[config.mk]
export PLATFORM = sky130hd
export DESIGN_NAME = rf_wb_arbiter
export DESIGN_NICKNAME = d
export VERILOG_FILES = /design/src/rtl/rf_pkg.sv /design/src/rtl/rf_wb_arbiter_rr_arb2.sv /design/src/rtl/rf_wb_arbiter.sv
export SDC_FILE = /design/constraint.sdc
export NUM_CORES = 1
export LEC_CHECK = 0
export BUFFER_PORTS_ARGS = -buffer_cell sky130_fd_sc_hd__buf_4
export CAP_MARGIN = 0
export CORE_ASPECT_RATIO = 1.4
export CORE_UTILIZATION = 25
export DETAILED_ROUTE_END_ITERATION = 10
export GPL_ROUTABILITY_DRIVEN = 0
export PLACE_DENSITY_LB_ADDON = 0.08
export SYNTH_ARGS = -nofsm -noshare
export SYNTH_HDL_FRONTEND = slang
export SYNTH_SLANG_ARGS = --single-unit
export TNS_END_PERCENT = 10
[constraint.sdc]
create_clock -name clk -period 1.6 [get_ports clk]
set_clock_uncertainty 0.05 [all_clocks]
set_input_delay 0 -clock clk [delete_from_list [all_inputs] [get_ports clk]]
set_output_delay 0 -clock clk [all_outputs]
set_load 0.02 [all_outputs]
[src/rtl/rf_pkg.sv]
// Shared definitions for the register-file write-back arbiter: widths,
// requester indices and the {adr, data} write beat carried through the
// output stage.
package rf_pkg;

    localparam int DATA_W    = 16;
    localparam int ADR_W     = 2;
    localparam int REG_COUNT = 2 ** ADR_W;

    // Requester indices; also the bit positions in req/gnt vectors.
    localparam int REQ_ALU = 0;
    localparam int REQ_LD  = 1;

    // One write-back beat as presented to the register file write port.
    typedef struct packed {
        logic [ADR_W-1:0]  adr;
        logic [DATA_W-1:0] data;
    } wb_beat_t;

endpackage

[src/rtl/rf_wb_arbiter_rr_arb2.sv]
// rr_arb2: two-input round-robin arbiter. On a tie the requester that was
// not granted last wins; rr_last only moves when the caller reports an
// accepted transfer through 'advance'. rr_last resets to REQ_LD so the ALU
// wins the first tie after reset.
module rr_arb2
    import rf_pkg::*;
(
    input  logic       clk,
    input  logic       reset,
    input  logic [1:0] req,
    input  logic       advance,
    output logic [1:0] gnt
);

    logic rr_last;

    // Grant selection: single requester passes straight through, a tie
    // goes to the requester opposite rr_last.
    always_comb begin
        // NOTE: every always_comb output gets a default before any branch,
        // so no path leaves it unassigned and no latch is inferred.
        gnt = 2'b00;
        if (req == 2'b11) begin
            gnt = rr_last ? 2'b01 : 2'b10;
        end else begin
            gnt = req;
        end
    end

    // Remember the index of the last accepted grant.
    always_ff @(posedge clk or negedge reset) begin
        if (!reset) begin
            rr_last <= 1'b1;
        end else if (advance) begin
            // NOTE: state is updated with non-blocking assignments so every
            // flop samples pre-edge values regardless of statement order.
            rr_last <= gnt[REQ_LD];
        end
    end

endmodule

[src/rtl/rf_wb_arbiter.sv]
// rf_wb_arbiter: shares the register file's single write port between the
// ALU write-back path (requester 0) and the load write-back path
// (requester 1). Round-robin grant, one registered output stage driving the
// write port, and a one-hot pending-write mask for decode stall logic.
// Optional feature: define RF_ARB_FORWARD_EN to add the fwd_adr/fwd_hit/
// fwd_data lookup against the staged write.
module rf_wb_arbiter
    import rf_pkg::*;
(
    input  logic                 clk,
    input  logic                 reset,
    input  logic                 flush,
    input  logic                 alu_valid,
    input  logic [ADR_W-1:0]     alu_adr,
    input  logic [DATA_W-1:0]    alu_data,
    output logic                 alu_ready,
    input  logic                 ld_valid,
    input  logic [ADR_W-1:0]     ld_adr,
    input  logic [DATA_W-1:0]    ld_data,
    output logic                 ld_ready,
    output logic                 rf_write_en,
    output logic [ADR_W-1:0]     rf_write_adr,
    output logic [DATA_W-1:0]    rf_write_data,
    output logic [REG_COUNT-1:0] busy_mask
`ifdef RF_ARB_FORWARD_EN
    ,
    input  logic [ADR_W-1:0]     fwd_adr,
    output logic                 fwd_hit,
    output logic [DATA_W-1:0]    fwd_data
`endif
);

    logic [1:0] req;
    logic [1:0] gnt;
    logic       accept;
    wb_beat_t   beat_in;
    wb_beat_t   stage;

    // Requests are masked by flush (squash this cycle's acceptance) and by
    // reset (no ready may be raised while reset is held).
    assign req = (reset && !flush) ? {ld_valid, alu_valid} : 2'b00;

    rr_arb2 u_rr_arb2 (
        .clk     (clk),
        .reset   (reset),
        .req     (req),
        .advance (accept),
        .gnt     (gnt)
    );

    // The register file takes a write every cycle, so a grant is always an
    // acceptance; readys never look at the output stage.
    assign accept    = |gnt;
    assign alu_ready = gnt[REQ_ALU];
    assign ld_ready  = gnt[REQ_LD];

    // Select the granted requester's beat for the output stage.
    always_comb begin
        beat_in = '{adr: alu_adr, data: alu_data};
        if (gnt[REQ_LD]) begin
            beat_in = '{adr: ld_adr, data: ld_data};
        end
    end

    // Output stage: load on acceptance, otherwise hold adr/data and drop
    // the write enable.
    always_ff @(posedge clk or negedge reset) begin
        if (!reset) begin
            // NOTE: the staged adr/data are reset as well as the enable,
            // because they are visible outputs that must read 0 in reset.
            rf_write_en <= 1'b0;
            stage       <= '0;
        end else begin
            rf_write_en <= accept;
            if (accept) begin
                stage <= beat_in;
            end
        end
    end

    assign rf_write_adr  = stage.adr;
    assign rf_write_data = stage.data;

    // One-hot of the staged destination while the write is presented.
    always_comb begin
        busy_mask = '0;
        if (rf_write_en) begin
            busy_mask[rf_write_adr] = 1'b1;
        end
    end

`ifdef RF_ARB_FORWARD_EN
    // Forwarding lookup: the staged write satisfies a read of fwd_adr.
    always_comb begin
        fwd_hit  = rf_write_en && (rf_write_adr == fwd_adr);
        fwd_data = '0;
        if (fwd_hit) begin
            fwd_data = rf_write_data;
        end
    end
`else
    // Forwarding not built: no lookup ports and no comparator.
`endif

endmodule

# == Word-level counts from Yosys, hierarchy flattened ==
# Index checks and enable logic that the tools add are counted.
# totals
register_bits,20
in_bits,41
out_inout_bits,25
elab_cells,18
# op_classes
order_cmp,2
eq_ne,1
muxes,7
n_reduce_logical,4
# ops
operator,n
18-bit two-way mux,1
2-bit two-way mux,3
4-bit two-way mux,1
"2-bit by 3-bit < comparator with 1-bit output, second input constant",1
1-bit demux with 2-bit select,1
"2-bit equality test, second input constant",1
"2-bit by 1-bit greater-or-equal comparator with 1-bit output, second input constant",1
1-bit logical AND,2
2-bit OR reduction,1
1-bit logical NOT,1
1-bit two-way mux,1

# == Logic depth before layout (Yosys ltp) ==
# Gate-level depths: netlist of run 1.
# depth
ltp_word,6
mapped_depth,5
mapped_depth_nobuf,3

# == Modules after synthesis ==
# From an unflattened synthesis of run 1, not the netlist that was laid out.
# hier_totals
cells_unflattened,92
area_unflattened_um2,1004.7
# by_module_without_submodules
mod,instances,cells_each,area_per_inst_um2,seq_area_each_um2
rf_wb_arbiter,1,87,940.9,475.5
rr_arb2,1,5,63.8,26.3

# == Worst setup path before layout of run 1 ==
# No wires, ideal clock.
# synth_timing
path_type,reg2reg
start,register u_rr_arb2.rr_last
end,register stage (netlist bit rf_write_data[10])
setup_ns,0.126
arrival_ns,1.316
setup_slack_ns,0.108
stages_incl_launch_ff,6
n_path_buf,2
synth_period_minus_slack_ns,1.492
path_cell_list,dfstp_2 -> nand2_1 -> and3_1 -> buf_6 -> buf_6 -> a221o_1
# synth_between
elab_chain_cells,3
word_cells_on_any_way,4
# synth_lines
element,line,source
"start, declared",rf_wb_arbiter_rr_arb2.sv:15,logic rr_last;
"start signal, assigned",rf_wb_arbiter_rr_arb2.sv:37,rr_last <= gnt[REQ_LD];
2-bit two-way mux *,rf_wb_arbiter_rr_arb2.sv:24,gnt = rr_last ? 2'b01 : 2'b10;
2-bit two-way mux *,rf_wb_arbiter_rr_arb2.sv:23,if (req == 2'b11) begin
net ld_ready,rf_wb_arbiter.sv:20,"output logic ld_ready,"
18-bit two-way mux / 2-bit OR reduction (equally long branches),"rf_wb_arbiter.sv:60, rf_wb_arbiter.sv:53",
"end signal, assigned",rf_wb_arbiter.sv:76,stage <= beat_in;
"end, declared",rf_wb_arbiter.sv:37,wb_beat_t stage;
# Mark *: on every way through the listed nets, which the timed path passes. The rest lies on a longest branch.
# A chain may end at the register's enable or synchronous reset.

# == Worst setup path in the final report of run 1 ==
# layout_timing
start,register u_rr_arb2.rr_last
end,register stage (netlist bit rf_write_data[1])
# layout_between
elab_chain_cells,3
word_cells_on_any_way,4
# layout_lines
element,line
2-bit two-way mux *,rf_wb_arbiter_rr_arb2.sv:24
2-bit two-way mux *,rf_wb_arbiter_rr_arb2.sv:23
18-bit two-way mux / 2-bit OR reduction (equally long branches),"rf_wb_arbiter.sv:60, rf_wb_arbiter.sv:53"
# Mark *: on every way between the ends. The rest lies on a longest branch, timed or not.

==> impl_metrics.env, run 1 <==
export IMPL_status="finished clean"
export IMPL_p_leak_uw=0.000914
export IMPL_ys_ff_latch=20
export IMPL_syn_area_um2=955
export IMPL_rr_worst_depth=4
export IMPL_avgSynthCellArea_um2=12.2
export IMPL_crit_arrival_ns=1.56
export IMPL_cts_root_buf="clkbuf_8"
export IMPL_grt_usage=0.147
export IMPL_synth_compound_gate_area_share=0.206
export IMPL_yosys_warnings=0
export IMPL_finalNetCount=208
export IMPL_num_vias=997
export IMPL_power_switching_uw=493
export IMPL_start_util=0.262
export IMPL_slew_headroom=0.725
export IMPL_finalSetupTns_ns=0
export IMPL_wl_per_cell_um=13.7
export IMPL_maxSlewViolCount=0
export IMPL_grt_pass1_vias=946
export IMPL_viasPerCell=4.79
export IMPL_fillers=349
export IMPL_grt_pass1_wl_um=4330
export IMPL_dp_hpwl_um=2000
export IMPL_synth_xor_area_frac=0
export IMPL_p_sw_frac=0.309
export IMPL_vdd_drop_max_mv=0.443
export IMPL_mappedNetlistNets=119
export IMPL_seq_power_share=0.426
export IMPL_finalInstanceArea_um2=1730
export IMPL_min_path_type="in -> reg"
export IMPL_synth_cells=78
export IMPL_io_pins=66
export IMPL_period_needed_ns=1.48
export IMPL_worstMarginPinSlew_ns=0.412
export IMPL_clock_latency_ns=0.25
export IMPL_end_kind="flop"
export IMPL_final_hold_violation_count=0
export IMPL_required_ns=1.69
export IMPL_post_synth_num_cell_types=19
export IMPL_startpoint_type="flop"
export IMPL_fp_dieH_um=75.1
export IMPL_hold_depth=3
export IMPL_drt_first_iter_violations=28
export IMPL_ys_seq_area_frac=0.526
export IMPL_rsz0062_at_grt="no"
export IMPL_synth_adder_area_share=0
export IMPL_antenna_cells=0
export IMPL_antenna_left=0
export IMPL_htree_num_levels=1
export IMPL_power_share_clock=0.211
export IMPL_path_max_fanout=19
export IMPL_drcViolationCount=0
export IMPL_die_x_um=54.2
export IMPL_first_pass_iters=4
export IMPL_num_rows=26
export IMPL_antenna_found_initial=0
export IMPL_routed_wl_um=2840
export IMPL_cts_tree="done"
export IMPL_p_comb_frac=0.363
export IMPL_synth_top_family_by_area="simple AND/OR/NAND/NOR gates"
export IMPL_fin_crit_sh=0.922
export IMPL_placed_area_um2=1480
export IMPL_power_density_nw_per_um2=923
export IMPL_grt_max_degree=20
export IMPL_cts_buffers=3
export IMPL_grt_overflow_total=0
export IMPL_io_buffers=65
export IMPL_setup_violations_final=0
export IMPL_setup_worst_path_class="reg -> reg"
export IMPL_synthSimpleGateAreaFrac=0.208
export IMPL_max_clock_freq_mhz=678
export IMPL_coreArea_um2=3640
export IMPL_syn_to_final_growth_pct=80.7
export IMPL_layout_drive_gt1_share=0.518
export IMPL_p_int_uw=1100
export IMPL_cts_sinks=20
export IMPL_path_clk_slew_ns=0.07
export IMPL_maxCapViolations=0
export IMPL_clock_path_buffers=2
export IMPL_synth_mux_area_frac=0
export IMPL_dieArea_um2=4070
cell usage in the layout, fill, tap and decap left out, drive strengths merged:
cell	synthesis	final
clkbuf	1	4
inv	1	1
a221o	18	18
buf	5	70
and3b	1	1
nand2	3	3
a21oi	1	1
nor2	2	2
nor2b	1	1
dfrtp	19	19
dfstp	1	1
and2	1	1
and3	20	20
nor3b	1	1
nand2b	1	1
dlygate4sd3	0	20
o21ai	1	1
a31oi	1	1
kinds of logic after synthesis:
logic type	count (synthesis)
simple gates	30
buf+inv	7
compound gates	21
flops	20
stage by stage:
stage / power, µW / hold WS (ns) / cells / worst slack (ns) / utilization
2_1_floorplan: 942 / -0.346 / 78 / 0.108 / -
3_3_place_gp: 1230 / -0.217 / 184 / 0.151 / 0.406
3_5_place_dp: 1230 / -0.214 / 184 / 0.130 / 0.406
4_1_cts: 1620 / 0.00353 / 208 / 0.0250 / 0.473
5_1_grt: 1690 / 0.0258 / 208 / 0.0611 / 0.474
6_report: 1590 / 0.00952 / 208 / 0.124 / 0.474
final timing paths:
path,start,slack (ns),endpoint
max,u_rr_arb2.rr_last,0.12,rf_write_data[1]
min,ld_valid,0.01,u_rr_arb2.rr_last
max reg2reg,u_rr_arb2.rr_last,0.12,rf_write_data[1]
min reg2reg,rf_write_data[14],0.47,rf_write_data[14]
max in group asynchronous,reset,0.80,rf_write_data[2]
min in group asynchronous,reset,0.17,rf_write_data[10]
what timing repair did:
item,4_1_cts,5_1_grt
hold endpoints to repair,39,0
setup endpoints to repair,0,4
hold buffers,20,0
gates resized for setup,0,1
setup buffers,0,0
final cells by class:
| type | instances | area, µm² | area share |
|---|---|---|---|
| repair buffers | 90 | 726 | 0.421 |
| inverters | 1 | 3.75 | 0.00218 |
| well taps | 42 | 52.6 | 0.0305 |
| multi-input cells | 51 | 397 | 0.230 |
| clock buffers | 4 | 45.0 | 0.0261 |
| flip-flops and latches | 20 | 502 | 0.291 |
Yosys cell counts:
library cell	instances	area, µm²
nand2_1	3	11.3
nand2b_1	1	6.26
dfrtp_1	19	475
nor3b_1	1	7.51
a221o_1	18	180
clkbuf_1	1	3.75
and2_2	1	7.51
a21oi_1	1	5.00
nor2b_4	1	13.8
and3_2	9	67.6
dfstp_2	1	26.3
buf_2	1	5.00
inv_1	1	3.75
and3_1	11	68.8
buf_6	4	45.0
a31oi_1	1	6.26
o21ai_1	1	5.00
and3b_1	1	8.76
nor2_1	2	7.51
critical path: stages, from the launching register on:
cell	delay, ns
dfstp_2	0.55
nand2_1	0.05
and3_1	0.15
buf_4	0.20
a221o_1	0.36
power groups by stage:
stage / Combinational, µW / Sequential [µW] / Clock, µW
after CTS: 584 / 679 / 358
after global placement: 540 / 686 / 0
after floorplan: 154 / 787 / 0
after detailed placement: 544 / 686 / 0
after global routing: 624 / 695 / 374
final: 578 / 679 / 337
layer usage:
metal | up-vias | share of wire | track usage
li1 | 485 | - | -
met1 | 463 | 0.41 | 0.177
met2 | 47 | 0.51 | 0.255
met3 | 2 | 0.072 | 0.0222
met4 | 0 | 0.0081 | 0.0598
met5 | - | 0 | 0
state kept, by name, indices dropped and copies added, names as in the netlist:
| signal | flops |
|---|---|
| rf_write_adr | 2 |
| rf_write_data | 16 |
| rf_write_en | 1 |
| u_rr_arb2.rr_last | 1 |
Power figures use the tool's default switching activity.
==> run 2: changes to the inputs <==
Settings changed: CORE_ASPECT_RATIO 1.4 to 1.2.
==> run 2 against run 1 <==
  * Count of clock-buffer cells in the layout stayed put
  * Register-to-register slack about the same
  * Combinational power is 1% higher
  * Sequential cell count unchanged
  * First-iteration DRC count shrank 54%
  * Utilization is 0.82 points higher
  * Critical endpoint is now rf_write_data[8]
  * Highest routed layer unchanged
==> impl_metrics.env, run 2 (same netlist as run 1, synthesis figures left out) <==
export IMPL_viasPerCell=4.54
export IMPL_io_pins=66
export IMPL_num_rows=24
export IMPL_status="finished clean"
export IMPL_gr_usage_met1=0.191
export IMPL_grt_most_used_layer="met2"
export IMPL_largest_register_ffs=16
export IMPL_antenna_found_initial=0
export IMPL_grt_overflow_total=0
export IMPL_cts_tree="done"
export IMPL_dp_hpwl_um=2060
export IMPL_p_int_uw=1150
export IMPL_end_kind="flop"
export IMPL_fp_dieH_um=69.7
export IMPL_maxSlewViolCount=0
export IMPL_cts_sinks=20
export IMPL_maxCapViolations=0
export IMPL_antenna_cells=0
export IMPL_dieArea_um2=4070
export IMPL_total_power_uw=1650
export IMPL_syn_to_final_growth_pct=83.4
export IMPL_cts_root_buf="clkbuf_8"
export IMPL_crit_arrival_ns=1.57
export IMPL_finalInstanceArea_um2=1750
export IMPL_drt_first_iter_violations=13
export IMPL_io_buffers=65
export IMPL_slew_headroom=0.626
export IMPL_clock_latency_ns=0.25
export IMPL_max_clock_freq_mhz=676
export IMPL_vdd_drop_max_mv=0.400
export IMPL_power_share_clock=0.233
export IMPL_required_ns=1.69
export IMPL_num_vias=989
export IMPL_antenna_left=0
export IMPL_cts_buffers=3
export IMPL_worstMarginPinSlew_ns=0.562
export IMPL_finalNetCount=208
export IMPL_drcViolationCount=0
export IMPL_rsz0062_at_grt="no"
export IMPL_path_clk_slew_ns=0.08
export IMPL_final_common_cell="buf_4"
export IMPL_wl_per_cell_um=13.3
export IMPL_startpoint_type="flop"
export IMPL_die_x_um=58.4
export IMPL_p_leak_uw=0.000918
export IMPL_placed_area_um2=1480
export IMPL_met3_usage=0.0168
export IMPL_grt_pass1_wl_um=4620
export IMPL_seq_power_share=0.412
export IMPL_grt_pass1_vias=1006
export IMPL_path_max_fanout=19
export IMPL_layout_common_cells="buf_4, dlygate4sd3_1, dfrtp_1"
export IMPL_power_density_nw_per_um2=942
export IMPL_period_needed_ns=1.48
export IMPL_clock_path_buffers=2
export IMPL_routed_wl_um=2900
export IMPL_p_sw_frac=0.304
export IMPL_grt_max_degree=20
export IMPL_layout_drive_gt1_share=0.518
export IMPL_fin_crit_sh=0.925
export IMPL_start_util=0.263
export IMPL_p_comb_frac=0.355
export IMPL_first_pass_iters=4
export IMPL_htree_num_levels=1
export IMPL_grt_usage=0.147
export IMPL_power_switching_uw=501
export IMPL_post_cts_buffers=0
export IMPL_setup_worst_path_class="reg -> reg"
export IMPL_coreArea_um2=3630
export IMPL_grtUsageMet2=0.249
export IMPL_final_hold_violation_count=0
export IMPL_setup_violations_final=0
export IMPL_min_path_type="in -> reg"
## run 2: worst paths after layout
kind | start | to | slack (ns) | depth (start not counted)
hold reg to reg | rf_write_data[4] | rf_write_data[4] | 0.46 | 1
max in group asynchronous | reset | rf_write_data[3] | 0.85 | 3
setup reg to reg | u_rr_arb2.rr_last | rf_write_data[8] | 0.12 | 3
min in group asynchronous | reset | rf_write_data[6] | 0.15 | 2
hold / removal | alu_data[12] | rf_write_data[12] | 0.01 | 3
setup / recovery | u_rr_arb2.rr_last | rf_write_data[8] | 0.12 | 3
## run 2: final cells by class
class / count / area, µm²
Fill cell: 379 / 1880
Timing Repair Buffer: 90 / 728
Sequential cell: 20 / 502
Multi-Input combinational cell: 51 / 397
Tap cell: 52 / 65.1
Clock buffer: 4 / 55.1
Inverter: 1 / 3.75
## run 2: critical path, cell delays in order, from the launching register on
cell     delay (ns)
dfstp_2        0.55
nand2_1        0.05
and3_2         0.32
a221o_1        0.39
## run 2: what timing repair did
item                                    4_1_cts  5_1_grt
endpoints found under the hold margin        39        0
endpoints found under the setup margin        6        0
resized for setup                             1        0
hold buffers                                 21        0
## run 2: per-layer routing
metal | vias up | wire, µm
met5 | - | 0
met4 | 0 | 17
met3 | 2 | 148
met2 | 39 | 1410
met1 | 464 | 1320
li1 | 484 | -
## run 2: power groups by stage
stage / logic (µW) / registers (µW) / clock network [µW]
floorplan: 154 / 787 / 0
global placement: 537 / 686 / 0
detailed placement: 545 / 686 / 0
CTS: 591 / 680 / 392
global route: 625 / 691 / 407
finish: 585 / 679 / 385
## run 2: stage by stage
step            util  setup slack, ns  TNS (ns)  cells  hold slack (ns)
2_1_floorplan      -            0.108         0     78           -0.346
3_3_place_gp   0.408           0.0295         0    193           -0.210
3_5_place_dp   0.408         -0.00448  -0.00448    193           -0.211
4_1_cts        0.482            0.113         0    218           0.0111
5_1_grt        0.482           0.0463         0    218           0.0329
6_report       0.482            0.120         0    218           0.0149
